===== config.mk =====
export PLATFORM = sky130hd
export DESIGN_NAME = instruction_sequencer_flat
export DESIGN_NICKNAME = d
export VERILOG_FILES = /design/src/rtl/instruction_sequencer_pkg.sv /design/src/rtl/instruction_sequencer_if.sv /design/src/rtl/instruction_sequencer.sv /design/src/flat_wrapper.sv
export SDC_FILE = /design/constraint.sdc
export NUM_CORES = 1
export LEC_CHECK = 0
export CELL_PAD_IN_SITES_DETAIL_PLACEMENT = 1
export CELL_PAD_IN_SITES_GLOBAL_PLACEMENT = 1
export CORE_MARGIN = 2
export CORE_UTILIZATION = 36
export CTS_BUF_LIST = sky130_fd_sc_hd__clkbuf_4 sky130_fd_sc_hd__clkbuf_8 sky130_fd_sc_hd__clkbuf_16
export DETAILED_ROUTE_END_ITERATION = 6
export HOLD_SLACK_MARGIN = 0.06
export PLACE_DENSITY = 0.87
export SYNTH_ARGS = -nofsm -noshare
export SYNTH_HDL_FRONTEND = slang
export SYNTH_SLANG_ARGS = --single-unit

===== constraint.sdc =====
create_clock -name clk_i -period 6 [get_ports clk_i]
set_input_delay 1.2 -clock clk_i [delete_from_list [all_inputs] [get_ports clk_i]]
set_output_delay 1.2 -clock clk_i [all_outputs]
set_load 0.01 [all_outputs]

===== src/rtl/instruction_sequencer_pkg.sv =====
// Shared types for the instruction sequencer: instruction word layout, opcodes,
// fault codes and FSM states.
package instruction_sequencer_pkg;

    typedef struct packed {
        logic [7:0] op;
        logic [7:0] dev;
        logic [7:0] regaddr;
        logic [7:0] data;
    } st_instructionData;

    typedef enum logic [7:0] {
        OpNop   = 8'h00,
        OpI2cRd = 8'h01,
        OpI2cWr = 8'h02,
        OpDelay = 8'h03,
        OpEnd   = 8'hFF
    } e_opcode;

    typedef enum logic [3:0] {
        FaultNone   = 4'd0,
        FaultMem    = 4'd1,
        FaultOpcode = 4'd2,
        FaultNack   = 4'd3,
        FaultPcOvf  = 4'd4
    } e_fault;

    typedef enum logic [2:0] {
        StIdle,
        StFetch,
        StDecode,
        StIssue,
        StWaitDone,
        StDelay,
        StDone,
        StFault
    } e_seq_state;

endpackage


===== src/rtl/instruction_sequencer_if.sv =====
// Instruction-memory read port and I2C master request/completion signals.
// master = sequencer side, slave = memory plus I2C master side.
interface instruction_sequencer_if #(
    parameter int unsigned AddrW = 8
);
    logic [AddrW-1:0] reg_addr;
    logic [31:0]      read_data;
    logic [3:0]       error_code;

    logic             i2c_req_valid;
    logic             i2c_req_ready;
    logic             i2c_req_rw;
    logic [7:0]       i2c_dev;
    logic [7:0]       i2c_reg;
    logic [7:0]       i2c_wdata;
    logic             i2c_done;
    logic             i2c_ack_err;
    logic [7:0]       i2c_rdata;

    modport master (
        output reg_addr,
        input  read_data,
        input  error_code,
        output i2c_req_valid,
        input  i2c_req_ready,
        output i2c_req_rw,
        output i2c_dev,
        output i2c_reg,
        output i2c_wdata,
        input  i2c_done,
        input  i2c_ack_err,
        input  i2c_rdata
    );

    modport slave (
        input  reg_addr,
        output read_data,
        output error_code,
        input  i2c_req_valid,
        output i2c_req_ready,
        input  i2c_req_rw,
        input  i2c_dev,
        input  i2c_reg,
        input  i2c_wdata,
        output i2c_done,
        output i2c_ack_err,
        output i2c_rdata
    );
endinterface


===== src/rtl/instruction_sequencer.sv =====
// Fetches and executes the stored program from address 0, driving I2C requests
// until END or a fault. Memory reads have one cycle of registered latency.
module instruction_sequencer
    import instruction_sequencer_pkg::*;
#(
    parameter int unsigned AddrW = 8
) (
    input  logic                     clk_i,
    input  logic                     reset_ni,
    input  logic                     start_i,
    instruction_sequencer_if.master  bus,
    output logic                     rd_data_valid_o,
    output logic [7:0]               rd_data_o,
    output logic                     busy_o,
    output logic                     halted_o,
    output logic [3:0]               fault_code_o
);

    e_seq_state        state_q, state_d;
    logic [AddrW-1:0]  pc_q, pc_d;
    logic [7:0]        cnt_q, cnt_d;
    logic [7:0]        dev_q, dev_d;
    logic [7:0]        reg_q, reg_d;
    logic [7:0]        wdata_q, wdata_d;
    logic              rw_q, rw_d;
    logic              halted_q, halted_d;
    e_fault            fault_q, fault_d;
    logic [7:0]        rd_data_q, rd_data_d;
    logic              rd_valid_q, rd_valid_d;
    logic              advance;
    st_instructionData instr;

    assign instr = st_instructionData'(bus.read_data);

    always_ff @(posedge clk_i) begin
        if (!reset_ni) begin
            state_q    <= StIdle;
            pc_q       <= '0;
            cnt_q      <= '0;
            dev_q      <= '0;
            reg_q      <= '0;
            wdata_q    <= '0;
            rw_q       <= 1'b0;
            halted_q   <= 1'b0;
            fault_q    <= FaultNone;
            rd_data_q  <= '0;
            rd_valid_q <= 1'b0;
        end else begin
            state_q    <= state_d;
            pc_q       <= pc_d;
            cnt_q      <= cnt_d;
            dev_q      <= dev_d;
            reg_q      <= reg_d;
            wdata_q    <= wdata_d;
            rw_q       <= rw_d;
            halted_q   <= halted_d;
            fault_q    <= fault_d;
            rd_data_q  <= rd_data_d;
            rd_valid_q <= rd_valid_d;
        end
    end

    always_comb begin
        state_d    = state_q;
        pc_d       = pc_q;
        cnt_d      = cnt_q;
        dev_d      = dev_q;
        reg_d      = reg_q;
        wdata_d    = wdata_q;
        rw_d       = rw_q;
        halted_d   = halted_q;
        fault_d    = fault_q;
        rd_data_d  = rd_data_q;
        rd_valid_d = 1'b0;
        advance    = 1'b0;

        case (state_q)
            StIdle, StDone, StFault: begin
                if (start_i) begin
                    pc_d     = '0;
                    fault_d  = FaultNone;
                    halted_d = 1'b0;
                    state_d  = StFetch;
                end
            end
            StFetch: state_d = StDecode;
            StDecode: begin
                // A memory error outranks whatever opcode came back with it.
                if (bus.error_code != 4'd0) begin
                    fault_d = FaultMem;
                    state_d = StFault;
                end else begin
                    case (instr.op)
                        OpNop: advance = 1'b1;
                        OpI2cRd, OpI2cWr: begin
                            dev_d   = instr.dev;
                            reg_d   = instr.regaddr;
                            wdata_d = instr.data;
                            rw_d    = (instr.op == OpI2cRd);
                            state_d = StIssue;
                        end
                        OpDelay: begin
                            cnt_d   = instr.data;
                            state_d = StDelay;
                        end
                        OpEnd: begin
                            halted_d = 1'b1;
                            state_d  = StDone;
                        end
                        default: begin
                            fault_d = FaultOpcode;
                            state_d = StFault;
                        end
                    endcase
                end
            end
            StIssue: begin
                if (bus.i2c_req_ready) begin
                    state_d = StWaitDone;
                end
            end
            StWaitDone: begin
                if (bus.i2c_done) begin
                    if (bus.i2c_ack_err) begin
                        fault_d = FaultNack;
                        state_d = StFault;
                    end else begin
                        if (rw_q) begin
                            rd_data_d  = bus.i2c_rdata;
                            rd_valid_d = 1'b1;
                        end
                        advance = 1'b1;
                    end
                end
            end
            StDelay: begin
                if (cnt_q == 8'd0) begin
                    advance = 1'b1;
                end else begin
                    cnt_d = cnt_q - 8'd1;
                end
            end
            default: state_d = StIdle;
        endcase

        // The program counter never wraps; running off the end is a fault.
        if (advance) begin
            if (pc_q == {AddrW{1'b1}}) begin
                fault_d = FaultPcOvf;
                state_d = StFault;
            end else begin
                pc_d    = pc_q + AddrW'(1);
                state_d = StFetch;
            end
        end
    end

    assign bus.reg_addr      = pc_q;
    assign bus.i2c_req_valid = (state_q == StIssue);
    assign bus.i2c_req_rw    = rw_q;
    assign bus.i2c_dev       = dev_q;
    assign bus.i2c_reg       = reg_q;
    assign bus.i2c_wdata     = wdata_q;

    assign rd_data_valid_o = rd_valid_q;
    assign rd_data_o       = rd_data_q;
    assign halted_o        = halted_q;
    assign fault_code_o    = fault_q;
    assign busy_o          = (state_q == StFetch) || (state_q == StDecode) ||
                             (state_q == StIssue) || (state_q == StWaitDone) ||
                             (state_q == StDelay);

endmodule


===== src/flat_wrapper.sv =====
// flat-port wrapper written by rule: the top's interface ports become plain ports
module instruction_sequencer_flat import instruction_sequencer_pkg::*;
#(
    parameter int unsigned AddrW = 8
)
  (clk_i, reset_ni, start_i, rd_data_valid_o, rd_data_o, busy_o, halted_o, fault_code_o, bus_reg_addr, bus_read_data, bus_error_code, bus_i2c_req_valid, bus_i2c_req_ready, bus_i2c_req_rw, bus_i2c_dev, bus_i2c_reg, bus_i2c_wdata, bus_i2c_done, bus_i2c_ack_err, bus_i2c_rdata);
  instruction_sequencer_if #(.AddrW(AddrW)) bus_i ();
  input  logic clk_i;
  input  logic reset_ni;
  input  logic start_i;
  output logic rd_data_valid_o;
  output logic [7:0] rd_data_o;
  output logic busy_o;
  output logic halted_o;
  output logic [3:0] fault_code_o;
  output wire logic [$bits(bus_i.reg_addr)-1:0] bus_reg_addr;
  input wire logic [$bits(bus_i.read_data)-1:0] bus_read_data;
  input wire logic [$bits(bus_i.error_code)-1:0] bus_error_code;
  output wire logic [$bits(bus_i.i2c_req_valid)-1:0] bus_i2c_req_valid;
  input wire logic [$bits(bus_i.i2c_req_ready)-1:0] bus_i2c_req_ready;
  output wire logic [$bits(bus_i.i2c_req_rw)-1:0] bus_i2c_req_rw;
  output wire logic [$bits(bus_i.i2c_dev)-1:0] bus_i2c_dev;
  output wire logic [$bits(bus_i.i2c_reg)-1:0] bus_i2c_reg;
  output wire logic [$bits(bus_i.i2c_wdata)-1:0] bus_i2c_wdata;
  input wire logic [$bits(bus_i.i2c_done)-1:0] bus_i2c_done;
  input wire logic [$bits(bus_i.i2c_ack_err)-1:0] bus_i2c_ack_err;
  input wire logic [$bits(bus_i.i2c_rdata)-1:0] bus_i2c_rdata;
  assign bus_reg_addr = bus_i.reg_addr;
  assign bus_i.read_data = bus_read_data;
  assign bus_i.error_code = bus_error_code;
  assign bus_i2c_req_valid = bus_i.i2c_req_valid;
  assign bus_i.i2c_req_ready = bus_i2c_req_ready;
  assign bus_i2c_req_rw = bus_i.i2c_req_rw;
  assign bus_i2c_dev = bus_i.i2c_dev;
  assign bus_i2c_reg = bus_i.i2c_reg;
  assign bus_i2c_wdata = bus_i.i2c_wdata;
  assign bus_i.i2c_done = bus_i2c_done;
  assign bus_i.i2c_ack_err = bus_i2c_ack_err;
  assign bus_i.i2c_rdata = bus_i2c_rdata;
  instruction_sequencer #(.AddrW(AddrW)) u_core (.clk_i(clk_i), .reset_ni(reset_ni), .start_i(start_i), .bus(bus_i), .rd_data_valid_o(rd_data_valid_o), .rd_data_o(rd_data_o), .busy_o(busy_o), .halted_o(halted_o), .fault_code_o(fault_code_o));
endmodule

# After elaboration in Yosys (flattened, before gate mapping)
# Index checks and enable logic that the tools add are counted.
word_totals:
  mem_bits_ro: 0
  output_inout_bits: 49
  elab_cells: 96
  ram_bits: 0
  reg_bits: 58
  memories: 0
  latch_bits: 0
op_classes:
  mux: 36
  bitwise_logic: 5
  n_addsub: 2
  mul: 0
  reduce_logical: 20
  eq_ne: 22
  n_div: 0
  n_shift: 0
  n_lt_le_gt_ge: 0
ops:
  columns: ["cell", "count"]
  rows:
  - ["8-bit two-way mux", 7]
  - ["4-bit two-way mux", 7]
  - ["3-bit two-way mux", 7]
  - ["8-bit by 2-bit equality test with 1-bit output, second input constant", 2]
  - ["8-bit equality test, second input constant", 2]
  - ["8-bit zero test", 2]
  - ["8-bit one-hot mux with 2 select lines", 1]
  - ["3-bit one-hot mux with 5 select lines", 1]
  - ["3-bit equality test, second input constant", 4]
  - ["3-bit one-hot mux with 4 select lines", 1]
  - ["4-bit one-hot mux with 3 select lines", 1]
  - ["4-bit AND reduction", 3]
  - ["2-bit != test, second input constant", 5]
  - ["1-bit two-way mux", 9]
  - ["3-bit by 2-bit != test with 1-bit output, second input constant", 3]
  - ["8-bit by 1-bit adder with 8-bit output, second input constant", 1]
  - ["8-bit by 1-bit equality test with 1-bit output, second input constant", 1]
  - ["8-bit by 1-bit subtractor with 8-bit output, second input constant", 1]
  - ["3-bit by 2-bit equality test with 1-bit output, second input constant", 2]
  - ["6-bit AND reduction", 1]
  - ["6-bit nonzero test", 1]
  - ["1-bit NOT", 5]
  - ["5-bit OR reduction", 1]
  - ["1-bit logical OR", 4]
  - ["other kinds (12)", 13]

# Depth between registers and ports, before layout
# Gate-level depths: netlist of the first run.
depth:
  depth_word: 7
  mapped_depth: 8
  depth_no_buf: 7

# Worst setup path after synthesis of the first run
# OpenSTA, ideal clock, no wires.
synth_path:
  path_kind: "input to register"
  start: "input port bus_error_code[1]"
  end: "register u_core.reg_q[7], in the netlist u_core.bus.i2c_reg[7]"
  t_required_ps: 5867
  stages: 8
  n_path_buf: 2
  slack_ps: 3274
  arrival_time_ps: 2593
  cell_sequence: "or4_4 nor2_8 nand2_4 or2_1 buf_6 buf_12 nand2_2 a21oi_2"
synth_between:
  elab_chain_cells: 3
synth_rtl:
  columns: ["element", "line_no", "source"]
  rows:
  - ["from (decl)", "flat_wrapper.sv:18", "input wire logic [$bits(bus_i.error_code)-1:0] bus_error_code;"]
  - ["4-bit nonzero test", "instruction_sequencer.sv:89", "if (bus.error_code != 4'd0) begin"]
  - ["1-bit NOT (no line)", null, null]
  - ["3-bit AND reduction (no line)", null, null]
  - ["to (signal assigned)", "instruction_sequencer.sv:53", "reg_q <= reg_d;"]
  - ["to (decl)", "instruction_sequencer.sv:23", "logic [7:0] reg_q, reg_d;"]
# Every way passes these cells.
# A chain may end at the register's enable or synchronous reset.

# Worst setup path in the final report of the first run
layout_path:
  start: "input port bus_read_data[26]"
  end: "register u_core.reg_q[1], in the netlist u_core.bus.i2c_reg[1]"
layout_between:
  elab_chain_cells: 3
  elab_cells_between_ends: 4
layout_rtl:
  columns: ["element", "line_no", "source"]
  rows:
  - ["from (decl)", "flat_wrapper.sv:17", "input wire logic [$bits(bus_i.read_data)-1:0] bus_read_data;"]
  - ["8-bit by 2-bit equality test with 1-bit output or 8-bit by 1-bit equality test with 1-bit output (tied branches)", "instruction_sequencer.sv:93", "case (instr.op)"]
  - ["2-bit OR reduction *", null, null]
  - ["3-bit AND reduction (no line) *", null, null]
# Every way passes the cells marked *; elsewhere a longest branch is shown, timed or not.

==> summary by stage, run 1 <==
Floorplanning
The die outline width is between 90 and 100 um. The height of the die is between 90 and 100 um. During I/O placement, the number of pins put on the boundary was a little under 100.

Row generation in the floorplan step produced 33 rows. The floorplan core area is 8093 um^2. For this configuration, the core starts out at a cell density of 36.66%. The floorplan step defined a die boundary enclosing 8982 um^2.

Logic synthesis
The synthesized netlist devotes under 10% of its cell area to adder and majority cells. The post-synthesis sequential element count is between 50 and 60. The post-synthesis instance area is just under 3000 um^2. Sorting the synthesized cells by area gives the leading types as dfxtp_1 (39%), nand2_1 (8.7%), a21oi_1 (6.2%), a21oi_2 (3.0%), nand3_1 (2.9%).

Multiplexer cells account for 0.6748% of the synthesized area. The fraction of synthesized cell area in xor and xnor cells is less than 1%. The leading register cell type out of synthesis is dfxtp_1. The share of synthesized area occupied by flip-flops and latches is about two fifths. Yosys mapped the design onto 58 distinct sky130hd cell types. A synthesized cell averages 8.241 um^2.

The async set-reset flop share out of synthesis is 0%. The combinational family with the most area after synthesis is simple AND/OR/NAND/NOR gates. Summed over its instances, the top area cell type makes up approximately 39% of the synthesized netlist area. The synthesized netlist devotes roughly a fifth of its cell area to compound gates. Of all cell types, the one taking the most synthesized area is dfxtp_1.

Counting every net in the synthesized netlist gives between 400 and 500. For this run, the number of Yosys warnings is 0. The post-synthesis instance total is 360.

The synthesized-area fraction occupied by and/or/nand/nor cells is 30.11%. The number of flops mapped to enable cells by yosys is 0.

Clocking
The number of sinks on the clock net is 58. In this run, post-CTS hold repair placed 0 buffers. Post-CTS repair changed the size of 0 cells. The number of levels in the clock H-tree is 3.

The CTS root buffer is clkbuf_8. Clock latency on the worst-skew pair, taken at its later pin, is 0.34 ns. The clock slew seen by the registers of the worst setup and hold paths is approximately 0.07 ns.

The clock tree from TritonCTS is yes. The maximum clock insertion buffer count is 2. Clock tree synthesis inserted a total of 9 buffers.

The number of buffers inserted by post-CTS setup repair is 0.

Timing
The final number of max-transition violations is 0. At the pin with the least slew margin, the transition time is ~1.1 ns. Setup repair after global routing left no endpoint under its margin. Setup violations remaining at the end of the flow were counted as 0.

The count of endpoints failing hold in the final timing report is 0. Headroom to the max-slew limit came out at between 20% and 30%. The final setup TNS is 0 ns. Between clock sinks in the finished design, the worst skew comes to between 0.007 and 0.008 ns. The post-layout minimum cycle time is 3.334 ns. Based on the critical path, the design can be clocked at up to about 300 MHz. After layout, the worst path uses roughly 56% of the clock period.

Worst setup path
The worst-path cell with the longest stage delay is nor2_2. The largest single stage delay on the critical path is 0.75 ns. On the critical path the largest part of the delay comes from simple AND/OR/NAND/NOR gates. The critical path startpoint category is an input pin.

Together, buffers and inverters on the worst path number 1. For the worst setup path, the data arrival time is 3.59 ns. STA classifies the critical path endpoint as a flop. The worst setup path is of the in2reg kind. Walking the worst path, the cells encountered are clkdlybuf4s50_1, nor4_2, nor3b_4, nand2_4, nor2_2, nand2_1, a21oi_1.

For the worst setup path, the data required time is 6.26 ns. The worst-path maximum fanout is 24.

GRT
The first-pass GRT wire length is about 15 mm. The global-route usage over all layers is a little over a fifth. The number of global-route vias before repair is 3079.

Entering global routing, the biggest net connects 46 pins. The initial antenna violation count is 0. The overflow left after global routing is 0.

Final layout
After the last flow step, the layout net total stands at between 500 and 600. 0 antenna diodes ended up in the layout. The fraction of final layout cells sized beyond drive strength 1 is between 10% and 20%. Compared with the post-synthesis result, the final layout area differs by 40.40%. The number of fill cells in the layout is 967. Summing all non-filler instances in the final layout gives an area of ~4200 um^2.

Flow run
Max-cap violations in this run came to 0.

Route
The remaining number of nets flagged by the antenna check after routing is 0. The average wire per standard cell is 16.80 um. For this block, the via count after detailed routing is 2996. After detailed routing, the number of remaining DRC violations is 0. The detailed router finished its first iteration with between 100 and 150 violations. After detailed routing, the number of vias per cell comes to between 5 and 6. Before antenna repair, the detailed router went through 4 iterations. The final routed wirelength across all metal layers is approximately 9.4 mm.

Power
Summed over all cells, the static leakage comes to 1.395 nW. The worst-case IR drop observed on VDD is roughly 0.00012 V. The power density over cell area is 279.8 nW/um^2.

Hold path
The worst min-delay path class is reg2reg.

Placement
The count of input and output buffers is a little under 100. The post-detailed-placement half-perimeter wirelength is roughly 6.5 mm. The instance area after placement is 3900 um^2. At the end of routability-driven placement, the weighted congestion stood at just under 0.8.

Status
The flow ran to the end, and the final reports show no timing, DRC or antenna violations.
[cells in the final DEF, fill, tap and decap left out, types with 5 or more instances in the layout]
cell              n
clkdlybuf4s50_1  98
nand2_1          69
dfxtp_1          58
a21oi_1          37
nor2_1           22
nand3_1          17
o21ai_0          17
nand2_2          12
a21oi_2          10
clkbuf_8          9
nor3_1            8
o31ai_1           7
o211ai_1          7
and3_1            6
nand4_1           6
inv_1             5
[worst paths after layout]
| kind | from | end | slack [ns] | cells after the start |
|---|---|---|---|---|
| max | bus_read_data[26] | u_core.bus.i2c_reg[1]$_SDFFE_PN0P_ | 2.67 | 7 |
| min | u_core.fault_code_o[3]$_SDFF_PN0_ | u_core.fault_code_o[3]$_SDFF_PN0_ | 0.44 | 2 |
| max reg2reg | u_core.state_q[2]$_SDFFE_PN0P_ | u_core.bus.reg_addr[3]$_SDFF_PN0_ | 3.14 | 6 |
| min reg2reg | u_core.fault_code_o[3]$_SDFF_PN0_ | u_core.fault_code_o[3]$_SDFF_PN0_ | 0.44 | 2 |
[synth_stat cells, drive strengths merged, types with 2 or more instances]
master and number:
nor3 8, a21oi 47, nand4 6, and3b 2
nor3b 5, and3 6, o211ai 7, a31oi 4
dfxtp 58, o21ai 17, a21o 2, inv 6
nor2 24, nand3b 3, dlygate4sd1 2, nand3 17
nand2 82, nand2b 2, ha 3, mux2i 2
o31ai 7, o32ai 2, or3b 2, nor2b 2
clkbuf 8, a211oi 3, nand4b 2, nor4 5
buf 10
[stage by stage]
stage	setup WS, ns	power [mW]	hold slack [ns]	instances	util, %
floorplan	3.274	0.5830	0.4541	360	-
global placement	2.421	0.6711	0.4203	542	48.19
detailed placement	2.276	0.6781	0.4296	542	48.19
CTS	2.638	1.169	0.4393	558	51.47
global route	2.409	1.212	0.4577	558	51.47
finish	2.666	1.166	0.4354	558	51.47
[routing by layer]
layer	share of wire (%)	track usage, %	vias up
met5	0	0	-
met4	1.2	7.246	0
met3	5.8	4.310	11
met2	52	39.83	87
met1	41	23.40	1444
li1	-	-	1454
[where the power goes]
group	internal, mW	switching, mW	total (mW)
combinational	0.110	0.138	0.248
clock	0.318	0.168	0.486
sequential	0.397	0.0351	0.432
[cell families after synthesis]
kind of cell	count (synthesis)
multiplexers	2
XOR/XNOR	2
adder cells (fa/ha/maj)	3
AND/OR/NAND/NOR	170
AO/OA/AOI/OAI	97
flip-flops	58
buffers and inverters	28
[area by class of cell]
cell class,count,area [um^2],area share (%)
multi-input cells,274,1597,38.33
clock buffers,9,123.9,2.974
inverters,6,22.52,0.5407
repair buffers,99,988.4,23.73
well taps,105,131.4,3.154
clock inverters,7,141.4,3.394
flip-flops and latches,58,1161,27.88
[tightest hold or removal path, cell delays in order, from the launching register on]
cell	delay, ns
dfxtp_1	0.32
nand2_1	0.05
nor2_1	0.03
Note: power is estimated with default switching activity, not from simulation.
==> inputs of run 2 (changes only) <==
CORE_UTILIZATION = 33   (was 36)
PLACE_DENSITY = 0.81   (was 0.87)
clock period = 3.4 ns   (was 6 ns; I/O delays follow)
==> run 2 against run 1 <==
Compared with the run above: count of clock-buffer cells in the layout up 2; worst hold slack got worse by 0.0070 ns; combinational power rose by 73%; critical path type unchanged; largest cell class unchanged.
==> summary by stage, run 2 (synthesis gave the netlist of run 1 again) <==
Worst setup path
The setup path with the least slack is of type in2reg. The worst register-to-register path ends at u_core.bus.reg_addr[2]$_SDFF_PN0_. STA classifies the critical path endpoint as a flop. For the worst setup path, the data required time is approximately 3.6 ns. STA classifies the critical path startpoint as an input pin. Counting cells, the worst reg-to-reg path comes to 7. The arrival time at the worst endpoint is between 2 and 3 ns.

The worst-path cell with the longest stage delay is clkdlybuf4s50_1. Traced cell by cell, the critical path runs through clkdlybuf4s50_1, nor4_1, nand4_1, nand3b_1, nand2b_1, nand2_1, o21ai_0. The slack of the worst reg-to-reg path is around 0.96 ns.

The worst setup path startpoint is bus_read_data[24]. The launch instance of the worst register-to-register path is u_core.state_q[2]$_SDFFE_PN0P_. The delay of the slowest critical-path stage is between 0.5 and 0.6 ns.

The worst setup path endpoint is u_core.bus.reg_addr[2]$_SDFF_PN0_. In this run the worst path has a maximum fanout of 11.

Final layout
The library cell used most frequently in the layout, excluding fill and tap cells, is clkdlybuf4s50_1. In the layout the commonest cells are clkdlybuf4s50_1 (98), nand2_1 (69), dfxtp_1 (58). Counting the fill cells in the layout gives approximately 1100. Once layout is complete, the utilization of the core stands at between 40 and 50%. The area growth from synthesis to layout is 41.59%. In the final design database the tool counted ~500 nets. 0 antenna diodes ended up in the layout. The fraction of final layout cells sized beyond drive strength 1 is 12.20%.

The count of cells in the finished layout, fillers not included, comes to about 570.

Clocking
Clock tree synthesis inserted a total of 9 buffers. The clock latency of the later-clocked register in the worst-skew pair is 0.34 ns. The tree built by TritonCTS fans out to 58 sinks. The number of setup buffers added after CTS is 0. CTS placed an instance of clkbuf_8 at the clock tree root.

The number of instances resized during post-cts repair is 0. The clock tree from TritonCTS is yes. Counting along the longest clock path gives a buffer depth of 2. The hold-fix buffer count after cts is 0. The number of levels in the clock H-tree is 3. After clock tree synthesis, the clock-pin slew on the worst setup and hold paths is about 0.080 ns.

Power
Net switching is between 20% and 30% of the power. Internal power comes to 1.423 mW. The share of power burned in registers is between 30% and 40%. The switching component of the power is around 570 uW. Dividing total power by cell area gives a power density of approximately 470 nW/um^2.

The power share of the clock group is 40.2%. The maximum vdd ir drop is roughly 0.00017 V. The leakage power figure is 1.425 nW. The logic gate share of total power is between 20% and 30%.

Hold path
The instance count along the most critical hold path is 2. In this run the worst hold path is classified as reg2reg.

Floorplanning
In this run the standard cell core region covers 8721 um^2. The die covers approximately 9800 um^2. The initial utilization of the core area, before any placement, comes to 34.02%.

The floorplan step set the die height to approximately 100 um. The die outline width is 98.82 um. Row generation in the floorplan step produced 34 rows. During I/O placement, the number of pins put on the boundary was 99.

Timing
After layout, the worst path uses between 70 and 80% of the clock period. The count of endpoints failing hold in the final timing report is 0. Setup repair after global routing left no endpoint under its margin. Timing would allow up to 383.0 MHz. The final number of max-transition violations was 0. The final setup skew is 0.01504 ns.

In the final timing run, aggregate negative setup slack is 0 ns. The worst path needs about 2.6 ns of the cycle, external delays included. The tightest slew margin relative to the limit is a little under three fifths. The number of setup violations in the final report is 0. The measured slew at the worst slew-check pin is between 0.6 and 0.7 ns.

GRT
The first global-routing pass estimated between 15 and 20 mm of wire. Entering global routing, the biggest net connects 46 pins. The overflow left after global routing is 0. The number of global-route vias before repair is approximately 3200. Global routing consumed, over all layers together, roughly a fifth of the routing resources. The initial antenna violation count is 0.

Flow run
The number of maximum-capacitance violations is 0.

Route
Wires add up to approximately 9 mm. The average wire per standard cell is 16.17 um. For this block, the via count after detailed routing is around 3000.

The count of unresolved DRC violations after routing is 0. The remaining number of nets flagged by the antenna check after routing is 0. The number of vias per cell after detailed routing is 5.316. The first routing iteration left 82 violations.

The first TritonRoute pass finished after 4 iterations.

Placement
The total instance count after detailed placement is approximately 550. The count of input and output buffers is roughly 100. The HPWL after detailed placement is around 6.6 mm. The global placer's final weighted congestion is 0.8050.

Status
The flow ran to the end, and the final reports show no timing, DRC or antenna violations.
## run 2: routing by layer
| layer | part of all wire [%] | routed length, um | GRT usage, % |
|---|---|---|---|
| met3 | 5.5 | 500 | 3.830 |
| met5 | 0 | 0 | 0 |
| met1 | 43 | 3929 | 22.46 |
| met2 | 50 | 4542 | 32.80 |
| met4 | 2.1 | 194 | 6.744 |
## run 2: critical path, delay by kind of cell
kind                   cells  cell delay (ns)
AOI/OAI and AO/OA          1             0.12
buffers and inverters      1             0.59
and+or+nand+nor            5             1.42
## run 2: cell type report
class                   instances  area [um^2]  share of cell area (%)
clock inverters                 5        100.1                   2.383
clock buffers                  11        151.4                   3.604
well taps                     108        135.1                   3.217
flip-flops and latches         58         1161                   27.64
repair buffers                105         1033                   24.61
inverters                       6        22.52                  0.5362
multi-input cells             274         1597                   38.01
## run 2: metrics by stage
step	setup WS [ns]	hold WS, ns	power, mW	area, um^2
2_1_floorplan	1.194	0.4541	1.029	2967
3_3_place_gp	0.5589	0.4193	1.193	3949
3_5_place_dp	0.4625	0.4241	1.197	3949
4_1_cts	0.8007	0.4349	2.012	4200
5_1_grt	0.6345	0.4509	2.095	4200
6_report	0.7891	0.4284	1.989	4200
## run 2: how the worst min path moves through the flow
stage,startpoint,to,slack [ns]
final,u_core.fault_code_o[3]$_SDFF_PN0_,u_core.fault_code_o[3]$_SDFF_PN0_,0.43
after global routing,u_core.fault_code_o[3]$_SDFF_PN0_,u_core.fault_code_o[3]$_SDFF_PN0_,0.45
after CTS,u_core.fault_code_o[3]$_SDFF_PN0_,u_core.fault_code_o[3]$_SDFF_PN0_,0.43
after detailed placement,u_core.fault_code_o[3]$_SDFF_PN0_,u_core.fault_code_o[3]$_SDFF_PN0_,0.42
after global placement,u_core.fault_code_o[3]$_SDFF_PN0_,u_core.fault_code_o[3]$_SDFF_PN0_,0.42
after floorplan,u_core.fault_code_o[3]$_SDFF_PN0_,u_core.fault_code_o[3]$_SDFF_PN0_,0.45
## run 2: power by group through the flow
stage	logic, mW	registers [mW]	clock network (mW)
after floorplan	0.295	0.734	0
after global placement	0.418	0.775	0
after detailed placement	0.422	0.775	0
after CTS	0.431	0.760	0.821
after global routing	0.475	0.768	0.852
final	0.428	0.761	0.800
